===== src/rtl/ex_div.sv =====
// ex_div: iterative RV32M divide unit for the EX stage.
// Radix-2 restoring division, one quotient bit per cycle, covering DIV/DIVU/REM/REMU.
// While an operation is in flight it requests a pipeline hold. On completion it presents
// the result and destination register for exactly one cycle.
//
// Ports:
//   clk, rst       clock and asynchronous active-high reset
//   start_i        EX holds a divide op (sampled only in IDLE)
//   op_i           00 DIV, 01 DIVU, 10 REM, 11 REMU
//   dividend_i     rs1 value
//   divisor_i      rs2 value
//   w_reg_addr_i   destination register of the divide op
//   flush_i        pipeline flush, aborts any operation
//   busy_o         registered, high in CALC and DONE
//   hold_req_o     combinational hold request to the pipeline controller
//   ready_o        registered one-cycle result strobe
//   result_o       registered quotient/remainder
//   w_reg_addr_o   destination register, valid with ready_o
module ex_div #(
  parameter int unsigned DW = 32,
  parameter int unsigned RW = 5
) (
  input  logic          clk,
  input  logic          rst,
  input  logic          start_i,
  input  logic [1:0]    op_i,
  input  logic [DW-1:0] dividend_i,
  input  logic [DW-1:0] divisor_i,
  input  logic [RW-1:0] w_reg_addr_i,
  input  logic          flush_i,
  output logic          busy_o,
  output logic          hold_req_o,
  output logic          ready_o,
  output logic [DW-1:0] result_o,
  output logic [RW-1:0] w_reg_addr_o
);

  localparam int unsigned CW = $clog2(DW) + 1;
  localparam logic [DW-1:0] MinNeg = {1'b1, {(DW-1){1'b0}}};

  typedef enum logic [1:0] {StIdle, StCalc, StDone} state_e;

  state_e        state_q, state_d;
  logic [CW-1:0] cnt_q, cnt_d;
  logic [DW-1:0] rem_q, rem_d;
  logic [DW-1:0] quo_q, quo_d;
  logic [DW-1:0] dvs_q, dvs_d;
  logic          q_neg_q, q_neg_d;
  logic          r_neg_q, r_neg_d;
  logic [1:0]    op_q, op_d;
  logic [RW-1:0] rd_q, rd_d;
  logic          busy_q, busy_d;
  logic          ready_q, ready_d;
  logic [DW-1:0] result_q, result_d;
  logic [RW-1:0] waddr_q, waddr_d;

  logic          accept;
  logic          is_signed;
  logic          div_zero;
  logic          overflow;
  logic [DW-1:0] dvd_mag;
  logic [DW-1:0] dvs_mag;
  logic [DW:0]   rem_sh;
  logic [DW:0]   trial;
  logic [DW-1:0] rem_step;
  logic [DW-1:0] quo_step;

  assign accept    = (state_q == StIdle) && start_i && !flush_i;
  assign is_signed = !op_i[0];
  assign div_zero  = (divisor_i == '0);
  assign overflow  = is_signed && (dividend_i == MinNeg) && (divisor_i == '1);
  // The most negative value negates to itself, which is the correct unsigned magnitude.
  assign dvd_mag   = (is_signed && dividend_i[DW-1]) ? -dividend_i : dividend_i;
  assign dvs_mag   = (is_signed && divisor_i[DW-1]) ? -divisor_i : divisor_i;

  // rem stays below the divisor, so the shifted value minus the divisor fits DW+1 signed bits
  // and the top bit of trial is its sign.
  assign rem_sh   = {rem_q, quo_q[DW-1]};
  assign trial    = rem_sh - {1'b0, dvs_q};
  assign rem_step = trial[DW] ? rem_sh[DW-1:0] : trial[DW-1:0];
  assign quo_step = {quo_q[DW-2:0], !trial[DW]};

  // State register
  always_ff @(posedge clk or posedge rst) begin
    if (rst) begin
      state_q <= StIdle;
    end else begin
      state_q <= state_d;
    end
  end

  // Next-state logic
  always_comb begin
    state_d = state_q;
    if (flush_i) begin
      state_d = StIdle;
    end else begin
      unique case (state_q)
        StIdle: begin
          if (start_i) begin
            state_d = (div_zero || overflow) ? StDone : StCalc;
          end
        end
        StCalc: begin
          if (cnt_q == CW'(1)) begin
            state_d = StDone;
          end
        end
        StDone:  state_d = StIdle;
        default: state_d = StIdle;
      endcase
    end
  end

  // Output logic
  always_comb begin
    hold_req_o = accept || (state_q == StCalc);
  end

  // Datapath next-state
  always_comb begin
    cnt_d    = cnt_q;
    rem_d    = rem_q;
    quo_d    = quo_q;
    dvs_d    = dvs_q;
    q_neg_d  = q_neg_q;
    r_neg_d  = r_neg_q;
    op_d     = op_q;
    rd_d     = rd_q;
    result_d = result_q;
    waddr_d  = waddr_q;

    if (accept) begin
      op_d    = op_i;
      rd_d    = w_reg_addr_i;
      q_neg_d = is_signed && (dividend_i[DW-1] ^ divisor_i[DW-1]);
      r_neg_d = is_signed && dividend_i[DW-1];
      dvs_d   = dvs_mag;
      quo_d   = dvd_mag;
      rem_d   = '0;
      cnt_d   = CW'(DW);
      if (div_zero) begin
        result_d = op_i[1] ? dividend_i : '1;
        waddr_d  = w_reg_addr_i;
      end else if (overflow) begin
        result_d = op_i[1] ? '0 : MinNeg;
        waddr_d  = w_reg_addr_i;
      end
    end else if ((state_q == StCalc) && !flush_i) begin
      cnt_d = cnt_q - CW'(1);
      rem_d = rem_step;
      quo_d = quo_step;
      if (cnt_q == CW'(1)) begin
        unique case (op_q)
          2'b00, 2'b01: result_d = q_neg_q ? -quo_step : quo_step;
          default:      result_d = r_neg_q ? -rem_step : rem_step;
        endcase
        waddr_d = rd_q;
      end
    end
  end

  assign busy_d  = (state_d != StIdle);
  assign ready_d = (state_d == StDone);

  always_ff @(posedge clk or posedge rst) begin
    if (rst) begin
      cnt_q    <= '0;
      rem_q    <= '0;
      quo_q    <= '0;
      dvs_q    <= '0;
      q_neg_q  <= 1'b0;
      r_neg_q  <= 1'b0;
      op_q     <= '0;
      rd_q     <= '0;
      busy_q   <= 1'b0;
      ready_q  <= 1'b0;
      result_q <= '0;
      waddr_q  <= '0;
    end else begin
      cnt_q    <= cnt_d;
      rem_q    <= rem_d;
      quo_q    <= quo_d;
      dvs_q    <= dvs_d;
      q_neg_q  <= q_neg_d;
      r_neg_q  <= r_neg_d;
      op_q     <= op_d;
      rd_q     <= rd_d;
      busy_q   <= busy_d;
      ready_q  <= ready_d;
      result_q <= result_d;
      waddr_q  <= waddr_d;
    end
  end

  assign busy_o       = busy_q;
  assign ready_o      = ready_q;
  assign result_o     = result_q;
  assign w_reg_addr_o = waddr_q;

endmodule


===== config.mk =====
export PLATFORM = sky130hd
export DESIGN_NAME = ex_div
export DESIGN_NICKNAME = d
export VERILOG_FILES = /design/src/rtl/ex_div.sv
export SDC_FILE = /design/constraint.sdc
export NUM_CORES = 1
export LEC_CHECK = 0
export ABC_CLOCK_PERIOD_IN_PS = 10600
export BUFFER_PORTS_ARGS = -buffer_cell sky130_fd_sc_hd__buf_2
export CAP_MARGIN = 15
export CORE_AREA = 2 2 165 167
export CTS_BUF_LIST = sky130_fd_sc_hd__clkbuf_8
export DETAILED_ROUTE_END_ITERATION = 8
export DIE_AREA = 0 0 167 169
export RECOVER_POWER = 50
export SYNTH_ARGS = -nofsm -noshare
export SYNTH_HDL_FRONTEND = slang
export SYNTH_SLANG_ARGS = --single-unit

===== constraint.sdc =====
create_clock -name clk -period 10.6 [get_ports clk]
set_input_delay 0.53 -clock clk [delete_from_list [all_inputs] [get_ports clk]]
set_output_delay 0.53 -clock clk [all_outputs]
set_load 0.01 [all_outputs]

==> flow_summary.yaml, run 1 <==
route:
  route.detailed.drc: 0
  drtIter0Drc: 1023
  drt_first_pass_iters: 5
  routed_wl_um: 37200
  wl_per_cell_um: 19.7
  vias_per_cell: 5.84
  ant_nets: 0
  dr_total_vias: 11000
setup_path:
  end_kind: "flip-flop"
  worst-path-buf-inv: 4
  r2r_cells: 20
  path_max_fanout: 35
  r2r_start: "quo_q[31]$_DFFE_PP0P_"
  crit_path_cell_trace: "inv_1 > ha_1 > inv_1 > fa_1 > a211oi_1 > o211a_1 > or3b_4 > a211oi_4 > nor3_2 > nor2_8 > inv_6 > mux2i_1 > ha_1 > inv_1 > a21o_1 > or3_1 > or2_1 > o41ai_1 > xor2_1 > o21ai_1"
  startpoint: "quo_q[31]$_DFFE_PP0P_"
  cp.depth: 20
  cp.arrival_ns: 5.95
  critPathMaxStageDelay_ns: 0.74
  worst_ep_required_time_ns: 10.94
  crit_path_frequent_cell: "inv_1"
  crit_family: "simple AND/OR/NAND/NOR gates"
  path_class: "flip-flop to flip-flop"
  cp_slowest_cell: "nor3_2"
  cp-start-kind: "flip-flop"
synth:
  async_flop_share_pct: 100
  netlist_instances: 1460
  synth_ff_type: "dfrtp_1"
  synth_top_area_share_pct: 32.1
  yosys.area.top_type: "dfrtp_1"
  yosys_warnings: 0
  syn_nets: 1575
  synth_area_leaders: "dfrtp_1 (32%), o21ai_0 (7.7%), xnor2_1 (6.3%), nand2_1 (5.2%), a21oi_1 (5.2%)"
  syn_area_mm2: 0.0118
  avgSynthCellArea_um2: 8.05
  synth-edff-count: 0
  yosysSeqAreaShare_pct: 32.1
  synth_cell_types: 86
  synth_seq_cells: 151
timing:
  setup-violations-final: 0
  tns_ns: 0
  rsz0062_at_grt: "no"
  layout_setup_ws_ns: 5.00
  whs_ns: 0.254
  finalCriticalPeriod_ns: 5.60
  clock_skew_ns: 0.0254
  slew_violations: 228
  tightest_slew_ns: 4.74
  max_freq_ghz: 0.178
  hold_viol: 0
  relSlewSlack_pct: -218
  period_share_pct: 52.9
die:
  dieArea_mm2: 0.0282
  core_mm2: 0.0265
  num_rows: 60
  initial_core_util_pct: 44.4
  die_x_um: 167
  io_pins: 115
  die_y_um: 169
power_and_ir_drop:
  p_int_w: 0.00149
  power_w: 0.00281
  power.leakage_nw: 5.49
  p_per_area_mw_per_mm2: 217
  power.share.clock_pct: 17.5
  switchingPower_w: 0.00132
  p_seq_share_pct: 32.0
  p_comb_share_pct: 50.5
  netSwitchingFraction_pct: 47.0
  irDropWorstVdd_mv: 0.0929
clock_network:
  cts_resized: 0
  cts_buffer_depth: 2
  cts.sinks: 151
  ctsHoldBuffers: 0
  htreeDepth: 4
  cts_tree: "done"
  cts_buffers: 17
  clk_pin_slew_worst_paths_ns: 0.11
  cts_root_buf: "clkbuf_8"
  post_cts_buffers: 0
  clk_latency_ns: 0.48
place:
  dp_slack_ns: 5.08
  dp_hpwl_um: 27800
  port_buffers: 114
  gp_congestion: 0.877
hold_path:
  hp-start: "w_reg_addr_i[3]"
  hold_depth: 3
  hold_class: "input pin to flip-flop"
flow_run:
  cap_violations: 4
global_routing:
  grt_max_degree: 101
  grt_pass1_wl_um: 58700
  gr-total-overflow: 0
  grt_use_total_pct: 26.3
  grt_pass1_vias: 10600
  antenna_found_initial: 0
finish:
  nets: 1646
  final_cell_mix: "o21ai_0 (180), nand2_1 (163), dfrtp_1 (151)"
  synthToLayoutAreaGrowth_pct: 9.99
  antennaDiodeCount: 0
  layout_commonest_cell: "o21ai_0"
  drive_gt1_share_pct: 10.3
  final_util_pct: 48.8
status:
  violations: "capacitance limit, slew limit"
  status: "complete, but fails checks"
area by class of cell:
cell class / count / area (um2)
Tap cell: 341 / 427
Fill cell: 2686 / 13600
Clock buffer: 17 / 234
Clock inverter: 15 / 200
Multi-Input combinational cell: 1169 / 7440
Timing Repair Buffer: 124 / 588
Sequential cell: 151 / 3780
Inverter: 68 / 262
sequential cells by signal, indices dropped and copies added (netlist names), 2 cells and up:
signal / count
cnt_q: 6
dvs_q: 32
quo_q: 32
rd_q: 5
rem_q: 32
result_o: 32
state_q: 2
w_reg_addr_o: 5
final timing paths:
path	end	slack, ns
worst max-delay path	result_o[30]$_DFFE_PP0P_	5.00
worst min-delay path	rd_q[3]$_DFFE_PP0P_	0.25
worst max register to register	result_o[30]$_DFFE_PP0P_	5.00
worst min register to register	rd_q[3]$_DFFE_PP0P_	0.48
max in group asynchronous	dvs_q[13]$_DFFE_PP0P_	5.11
min in group asynchronous	quo_q[2]$_DFFE_PP0P_	1.43
per-stage QoR:
stage               cell area, um2  std cells
floorplan                    11800       1460
global placement             12600       1853
detailed placement           12600       1853
CTS                          13000       1885
global route                 12900       1885
finish                       12900       1885
metal layers:
layer	part of all wire, %	track usage, %
met5	0	0
met4	1.9	7.08
met3	6.1	4.16
met2	46	42.4
met1	46	36.7
power by group through the flow:
stage | Clock [W] | Sequential [W] | Combinational, W
after floorplan | 0 | 0.000885 | 0.00101
after global placement | 0 | 0.000901 | 0.00141
after detailed placement | 0 | 0.000907 | 0.00142
after CTS | 0.000501 | 0.000894 | 0.00142
after global routing | 0.000522 | 0.000924 | 0.00157
final | 0.000492 | 0.000899 | 0.00142
synthesized netlist by cell type (all sizes together) (5+ instances only):
cell / count
o21ai: 196
mux2: 10
or4: 12
a221oi: 7
dfrtp: 151
o21a: 7
a22oi: 32
o31ai: 21
nor2b: 12
and2: 12
and3: 5
nor4: 22
ha: 39
or3: 19
nand2b: 32
nand4: 14
o211ai: 11
clkbuf: 49
o41ai: 13
xor2: 58
a21oi: 122
o22ai: 5
a211oi: 11
a21o: 15
nor2: 98
or2: 5
mux2i: 29
nand2: 164
xnor2: 84
nand3: 19
o211a: 5
buf: 23
a22o: 6
nor3: 25
nor3b: 6
inv: 68
a31oi: 14
logic make-up (layout without fill, tap and decap cells):
logic type	after synthesis	after routing	share of synthesized area, %
adders and majority gates	40	40	4.32
and+or+nand+nor	456	456	19.0
AOI/OAI and AO/OA	492	492	25.8
buffers and inverters	140	224	4.73
xor gates and xnor gates	142	142	10.6
DFF	151	151	32.1
muxes	39	39	3.46
worst register-to-register path: stages, from the launching register on:
cell	delay [ns]
dfrtp_1	0.45
inv_1	0.08
ha_1	0.15
inv_1	0.05
fa_1	0.41
a211oi_1	0.27
o211a_1	0.23
or3b_4	0.17
a211oi_4	0.08
nor3_2	0.74
nor2_8	0.29
inv_6	0.33
mux2i_1	0.35
ha_1	0.21
inv_1	0.07
a21o_1	0.21
or3_1	0.44
or2_1	0.27
o41ai_1	0.41
xor2_1	0.18
o21ai_1	0.07
Note: power is estimated with default switching activity, not from simulation.
==> run 2: changes to the inputs <==
--- a/config.mk
+++ b/config.mk
@@ -5,13 +5,14 @@
 export SDC_FILE = /design/constraint.sdc
 export NUM_CORES = 1
 export LEC_CHECK = 0
-export ABC_CLOCK_PERIOD_IN_PS = 10600
+export ABC_AREA = 1
+export ABC_CLOCK_PERIOD_IN_PS = 4610
 export BUFFER_PORTS_ARGS = -buffer_cell sky130_fd_sc_hd__buf_2
 export CAP_MARGIN = 15
-export CORE_AREA = 2 2 165 167
+export CORE_AREA = 2 2 177 179
 export CTS_BUF_LIST = sky130_fd_sc_hd__clkbuf_8
 export DETAILED_ROUTE_END_ITERATION = 8
-export DIE_AREA = 0 0 167 169
+export DIE_AREA = 0 0 179 181
 export RECOVER_POWER = 50
 export SYNTH_ARGS = -nofsm -noshare
 export SYNTH_HDL_FRONTEND = slang
==> constraint.sdc (replaced) <==
create_clock -name clk -period 4.61 [get_ports clk]
set_input_delay 0.2305 -clock clk [delete_from_list [all_inputs] [get_ports clk]]
set_output_delay 0.2305 -clock clk [all_outputs]
set_load 0.01 [all_outputs]
==> flow_summary.yaml, run 2 <==
synth:
  netlist_instances: 2228
  synth_area_leaders: "dfrtp_1 (28%), nand2_1 (20%), inv_1 (8.6%), o21ai_0 (6.5%), nand3_1 (6.1%)"
  synth_cell_types: 47
  async_flop_share_pct: 100
  synth_top_area_share_pct: 27.8
  netlist_top_cells_count: "nand2_1 (723), inv_1 (313), nor2_1 (187)"
  yosysMostFrequentCell: "nand2_1"
  yosys_warnings: 0
  syn_area_mm2: 0.0136
  synth_seq_cells: 151
  yosysSeqAreaShare_pct: 27.8
  yosys.area.top_type: "dfrtp_1"
  synth-edff-count: 0
  synth_ff_type: "dfrtp_1"
  avgSynthCellArea_um2: 6.10
  syn_nets: 2343
die:
  initial_core_util_pct: 44.8
  die_x_um: 179
  num_rows: 64
  io_pins: 115
  core_mm2: 0.0303
  die_y_um: 181
  dieArea_mm2: 0.0324
finish:
  synthToLayoutAreaGrowth_pct: 9.38
  fill_cells: 3244
  nets: 2433
  layout_commonest_cell: "nand2_1"
  final_area_mm2: 0.0149
  drive_gt1_share_pct: 9.57
  final_util_pct: 49.0
  fin_cells: 2727
  final_cell_mix: "nand2_1 (723), inv_1 (312), nor2_1 (186)"
  antennaDiodeCount: 0
place:
  dp_slack_ns: 0.277
  dp_hpwl_um: 38300
  dp.cells: 2687
  postPlaceCellArea_mm2: 0.0145
  gp_congestion: 0.957
  port_buffers: 114
timing:
  layout_setup_ws_ns: 0.383
  period_share_pct: 91.7
  max_freq_ghz: 0.237
  finalCriticalPeriod_ns: 4.23
  slew_violations: 132
  setup-violations-final: 0
  clock_skew_ns: 0.0193
  tightest_slew_ns: 3.28
  relSlewSlack_pct: -119
  hold_viol: 0
setup_path:
  worst_ep_required_time_ns: 5.00
  end_kind: "flip-flop"
  path_class: "flip-flop to flip-flop"
  cp.arrival_ns: 4.61
  path_max_fanout: 16
  cp-start-kind: "flip-flop"
global_routing:
  grt_max_degree: 86
  grt_pass1_vias: 13600
  grt_pass1_wl_um: 76500
  antenna_found_initial: 5
  gr-total-overflow: 0
  grt_use_total_pct: 31.0
route:
  routed_wl_um: 49000
  ant_nets: 0
  vias_per_cell: 5.40
  drt_first_pass_iters: 7
  wl_per_cell_um: 18.0
  dr_total_vias: 14700
  route.detailed.drc: 0
  drtIter0Drc: 1472
clock_network:
  cts_buffers: 17
  clk_pin_slew_worst_paths_ns: 0.10
  post_cts_buffers: 0
  cts_root_buf: "clkbuf_8"
  clk_latency_ns: 0.51
  cts_tree: "done"
  htreeDepth: 4
  cts_buffer_depth: 2
  cts.sinks: 151
power_and_ir_drop:
  p_per_area_mw_per_mm2: 826
  power_w: 0.0123
  power.leakage_nw: 7.85
  irDropWorstVdd_mv: 0.320
status:
  violations: "capacitance limit, slew limit"
  status: "complete, but fails checks"
hold_path:
  hold_class: "input pin to flip-flop"
flow_run:
  cap_violations: 2
## run 2: cell count changes in the layout (fill, tap and decap cells not counted), moves of 24 or more
cell / before / now
nand2_1: 163 / 723
inv_1: 65 / 312
nand3_1: 19 / 165
nor2_1: 96 / 186
xnor2_1: 84 / 15
nand2b_1: 32 / 0
a21oi_1: 121 / 90
a22oi_1: 32 / 2
mux2i_1: 29 / 0
or2_2: 4 / 29
nand2_2: 1 / 25
## run 2: per-layer routing
layer	wire length [um]	part of all wire [%]	vias to the layer above	track usage [%]
met3	4970	10	64	9.95
met4	1010	2.1	8	8.03
met5	47	0.096	-	0
li1	-	-	7269	-
met1	22500	46	6802	44.6
met2	20500	42	574	44.4
## run 2: area by class of cell
| class | instances | area [um2] | area share (%) |
|---|---|---|---|
| Sequential cell | 151 | 3780 | 25.4 |
| Multi-Input combinational cell | 1684 | 8260 | 55.5 |
| Timing Repair Buffer | 148 | 783 | 5.27 |
| Inverter | 316 | 1190 | 7.98 |
| Clock inverter | 13 | 111 | 0.749 |
| Clock buffer | 19 | 262 | 1.76 |
| Tap cell | 396 | 495 | 3.33 |
## run 2: path summary, 6_finish.rpt
kind                       cells after the start  slack [ns]                  endpoint                  start
setup / recovery                              25        0.38  result_o[12]$_DFFE_PP0P_  quo_q[31]$_DFFE_PP0P_
hold / removal                                 3        0.05     dvs_q[28]$_DFFE_PP0P_          divisor_i[28]
setup reg to reg                              25        0.38  result_o[12]$_DFFE_PP0P_  quo_q[31]$_DFFE_PP0P_
hold reg to reg                                2        0.48       rd_q[0]$_DFFE_PP0P_    rd_q[0]$_DFFE_PP0P_
max in group asynchronous                      4        0.79      quo_q[7]$_DFFE_PP0P_                    rst
min in group asynchronous                      3        1.44      cnt_q[5]$_DFFE_PP0P_                    rst
## run 2: report_power, final
part	switching (W)	internal, W	leakage, nW
registers	0.000408	0.00186	1.87
logic	0.00624	0.00275	5.80
clock network	0.000621	0.000416	0.189
total	0.00727	0.00502	7.85
## run 2: critical path, stage by stage, from the launching register on
cell       delay (ns)
dfrtp_1          0.37
inv_1            0.10
ha_1             0.15
inv_1            0.06
fa_1             0.42
nand2_1          0.08
nand2_1          0.08
nand3_1          0.10
nand2_2          0.10
nand2_2          0.09
nand2_2          0.06
nand2_2          0.08
nand3_1          0.39
nand2_4          0.37
nand2_1          0.10
nand2_2          0.15
ha_1             0.23
nand3_2          0.13
inv_1            0.14
nand3_1          0.11
nand2_1          0.18
nand2_1          0.07
nand3_1          0.10
o21ai_0          0.15
nand2_1          0.20
a2bb2oi_1        0.10
## run 2: kinds of logic after synthesis
group | count (synthesis) | synth area share (%)
AO/OA/AOI/OAI | 351 | 14.2
adder cells (fa/ha/maj) | 40 | 3.74
AND/OR/NAND/NOR | 1233 | 38.8
buffers and inverters | 393 | 11.7
XOR/XNOR | 60 | 3.86
flip-flops | 151 | 27.8
## run 2: stage by stage
stage | hold WS (ns) | TNS [ns]
6_report | 0.0536 | 0
5_1_grt | 0.0532 | -0.00336
4_1_cts | 0.0322 | 0
3_5_place_dp | 0.428 | 0
3_3_place_gp | 0.437 | 0
2_1_floorplan | 0.294 | 0
## run 2: repair_timing
| item | 4_1_cts | 5_1_grt |
|---|---|---|
| hold endpoints to repair | 81 | 0 |
| resized for setup | 0 | 5 |
| endpoints found under the setup margin | 0 | 5 |
| hold buffers | 8 | 0 |
==> run 3: changes to the inputs <==
--- a/config.mk
+++ b/config.mk
@@ -13,6 +13,7 @@
 export CTS_BUF_LIST = sky130_fd_sc_hd__clkbuf_8
 export DETAILED_ROUTE_END_ITERATION = 8
 export DIE_AREA = 0 0 179 181
+export PLACE_DENSITY_LB_ADDON = 0.1
 export RECOVER_POWER = 50
 export SYNTH_ARGS = -nofsm -noshare
 export SYNTH_HDL_FRONTEND = slang
==> flow_summary.yaml, run 3 (same netlist as run 2, synthesis figures left out) <==
status:
  status: "complete, but fails checks"
  violations: "DRC, capacitance limit, slew limit"
clock_network:
  cts_buffer_depth: 2
  clk_pin_slew_worst_paths_ns: 0.09
  cts_root_buf: "clkbuf_8"
  cts.sinks: 151
  cts_buffers: 17
  clk_latency_ns: 0.50
  cts_tree: "done"
  htreeDepth: 4
finish:
  nets: 2431
  drive_gt1_share_pct: 9.70
  synthToLayoutAreaGrowth_pct: 10.1
  fin_cells: 2725
  fill_cells: 3272
  final_cell_mix: "nand2_1 (723), inv_1 (312), nor2_1 (185)"
  layout_commonest_cell: "nand2_1"
  multi_input_area_mm2: 0.00827
  antennaDiodeCount: 0
  seq_area_mm2: 0.00378
timing:
  relSlewSlack_pct: -94.7
  period_share_pct: 89.4
  setup-violations-final: 0
  tns_ns: 0
  hold_viol: 0
  slew_violations: 71
  finalCriticalPeriod_ns: 4.12
  max_freq_ghz: 0.243
  clock_skew_ns: 0.0165
  rsz0062_at_grt: "no"
  tightest_slew_ns: 2.92
route:
  vias_per_cell: 5.35
  dr_total_vias: 14600
  wl_per_cell_um: 17.9
  routed_wl_um: 48700
  route.detailed.drc: 1
  drt_first_pass_iters: 9
  drtIter0Drc: 1450
  ant_nets: 0
setup_path:
  cp.arrival_ns: 4.56
  rr_endpoint: "result_o[14]$_DFFE_PP0P_"
  reg2reg_slack_ns: 0.49
  end_kind: "flip-flop"
  r2r_start: "state_q[0]$_DFF_PP0_"
  worst_ep_required_time_ns: 5.05
  path_max_fanout: 60
  path_class: "flip-flop to flip-flop"
  r2r_cells: 11
  cp-start-kind: "flip-flop"
place:
  port_buffers: 114
  dp_hpwl_um: 38400
  dp.cells: 2685
  gp_congestion: 0.965
die:
  io_pins: 115
  core_mm2: 0.0303
  initial_core_util_pct: 44.8
  num_rows: 64
  die_y_um: 181
  die_x_um: 179
  dieArea_mm2: 0.0324
hold_path:
  hold_end: "dvs_q[31]$_DFFE_PP0P_"
  hold_depth: 3
  hold_class: "input pin to flip-flop"
  hp-start: "divisor_i[31]"
power_and_ir_drop:
  p_seq_share_pct: 18.4
  netSwitchingFraction_pct: 58.1
  p_per_area_mw_per_mm2: 833
  power.leakage_nw: 7.90
  irDropWorstVdd_mv: 0.382
  power.share.clock_pct: 9.3
  p_int_w: 0.00522
  switchingPower_w: 0.00725
  p_comb_share_pct: 72.3
global_routing:
  grt_pass1_vias: 13800
  antenna_found_initial: 0
  gr-total-overflow: 0
  grt_use_total_pct: 30.9
  grt_max_degree: 81
  grt_pass1_wl_um: 76700
flow_run:
  cap_violations: 1
## run 3: worst max path at each step
stage,endpoint,cells past startpoint,start
3_5_place_dp,result_o[24]$_DFFE_PP0P_,30,quo_q[31]$_DFFE_PP0P_
6_report,result_o[14]$_DFFE_PP0P_,11,state_q[0]$_DFF_PP0_
2_1_floorplan,busy_o$_DFF_PP0_,1,rst
3_3_place_gp,result_o[24]$_DFFE_PP0P_,30,quo_q[31]$_DFFE_PP0P_
4_1_cts,result_o[24]$_DFFE_PP0P_,30,quo_q[31]$_DFFE_PP0P_
5_1_grt,result_o[14]$_DFFE_PP0P_,11,state_q[0]$_DFF_PP0_
## run 3: per-stage QoR
step / instance area [um2] / setup slack, ns / util [%] / total power [W] / hold slack, ns
floorplan: 13600 / 0.315 / - / 0.00862 / 0.294
global placement: 14500 / 0.428 / 47.7 / 0.0111 / 0.378
detailed placement: 14500 / 0.318 / 47.7 / 0.0112 / 0.393
CTS: 15000 / 0.303 / 49.4 / 0.0124 / 0.00305
global route: 15000 / 0.0309 / 49.3 / 0.0137 / 0.0161
finish: 15000 / 0.489 / 49.3 / 0.0125 / 0.0245
## run 3: timing repair
item,CTS,global route
endpoints found under the hold margin,74,0
buffers inserted,0,0
resized for setup,0,9
hold buffers,7,0
setup endpoints to repair,0,8
## run 3: layout make-up
type | instances | area share [%]
well taps | 396 | 3.31
clock inverters | 11 | 0.970
flip-flops and latches | 151 | 25.2
multi-input cells | 1684 | 55.3
repair buffers | 146 | 5.34
clock buffers | 21 | 1.93
inverters | 316 | 7.93
## run 3: layer usage
layer | up-vias | routed length [um] | global-route usage, %
li1 | 7263 | - | -
met1 | 6747 | 23400 | 45.7
met2 | 531 | 20400 | 44.9
met3 | 48 | 3930 | 6.99
met4 | 0 | 994 | 8.07
met5 | - | 0 | 0
## run 3: power by group through the flow
stage | clock [W] | combinational [W] | sequential [W]
after global routing | 0.00124 | 0.0101 | 0.00236
final | 0.00116 | 0.00902 | 0.00229
after global placement | 0 | 0.00880 | 0.00229
after floorplan | 0 | 0.00638 | 0.00224
after detailed placement | 0 | 0.00886 | 0.00231
after CTS | 0.00118 | 0.00891 | 0.00228
## run 3: worst max-delay path: stages (launching register included)
cell and delay, ns:
dfrtp_1 0.43, nor2_1 0.10, inv_1 0.06, nor3_1 0.20, clkbuf_1 1.08, clkinv_2 1.07, nor4_1 0.51, buf_4 0.21
o21ai_0 0.10, nand2_1 0.10, nand2_1 0.06, nand2_1 0.10
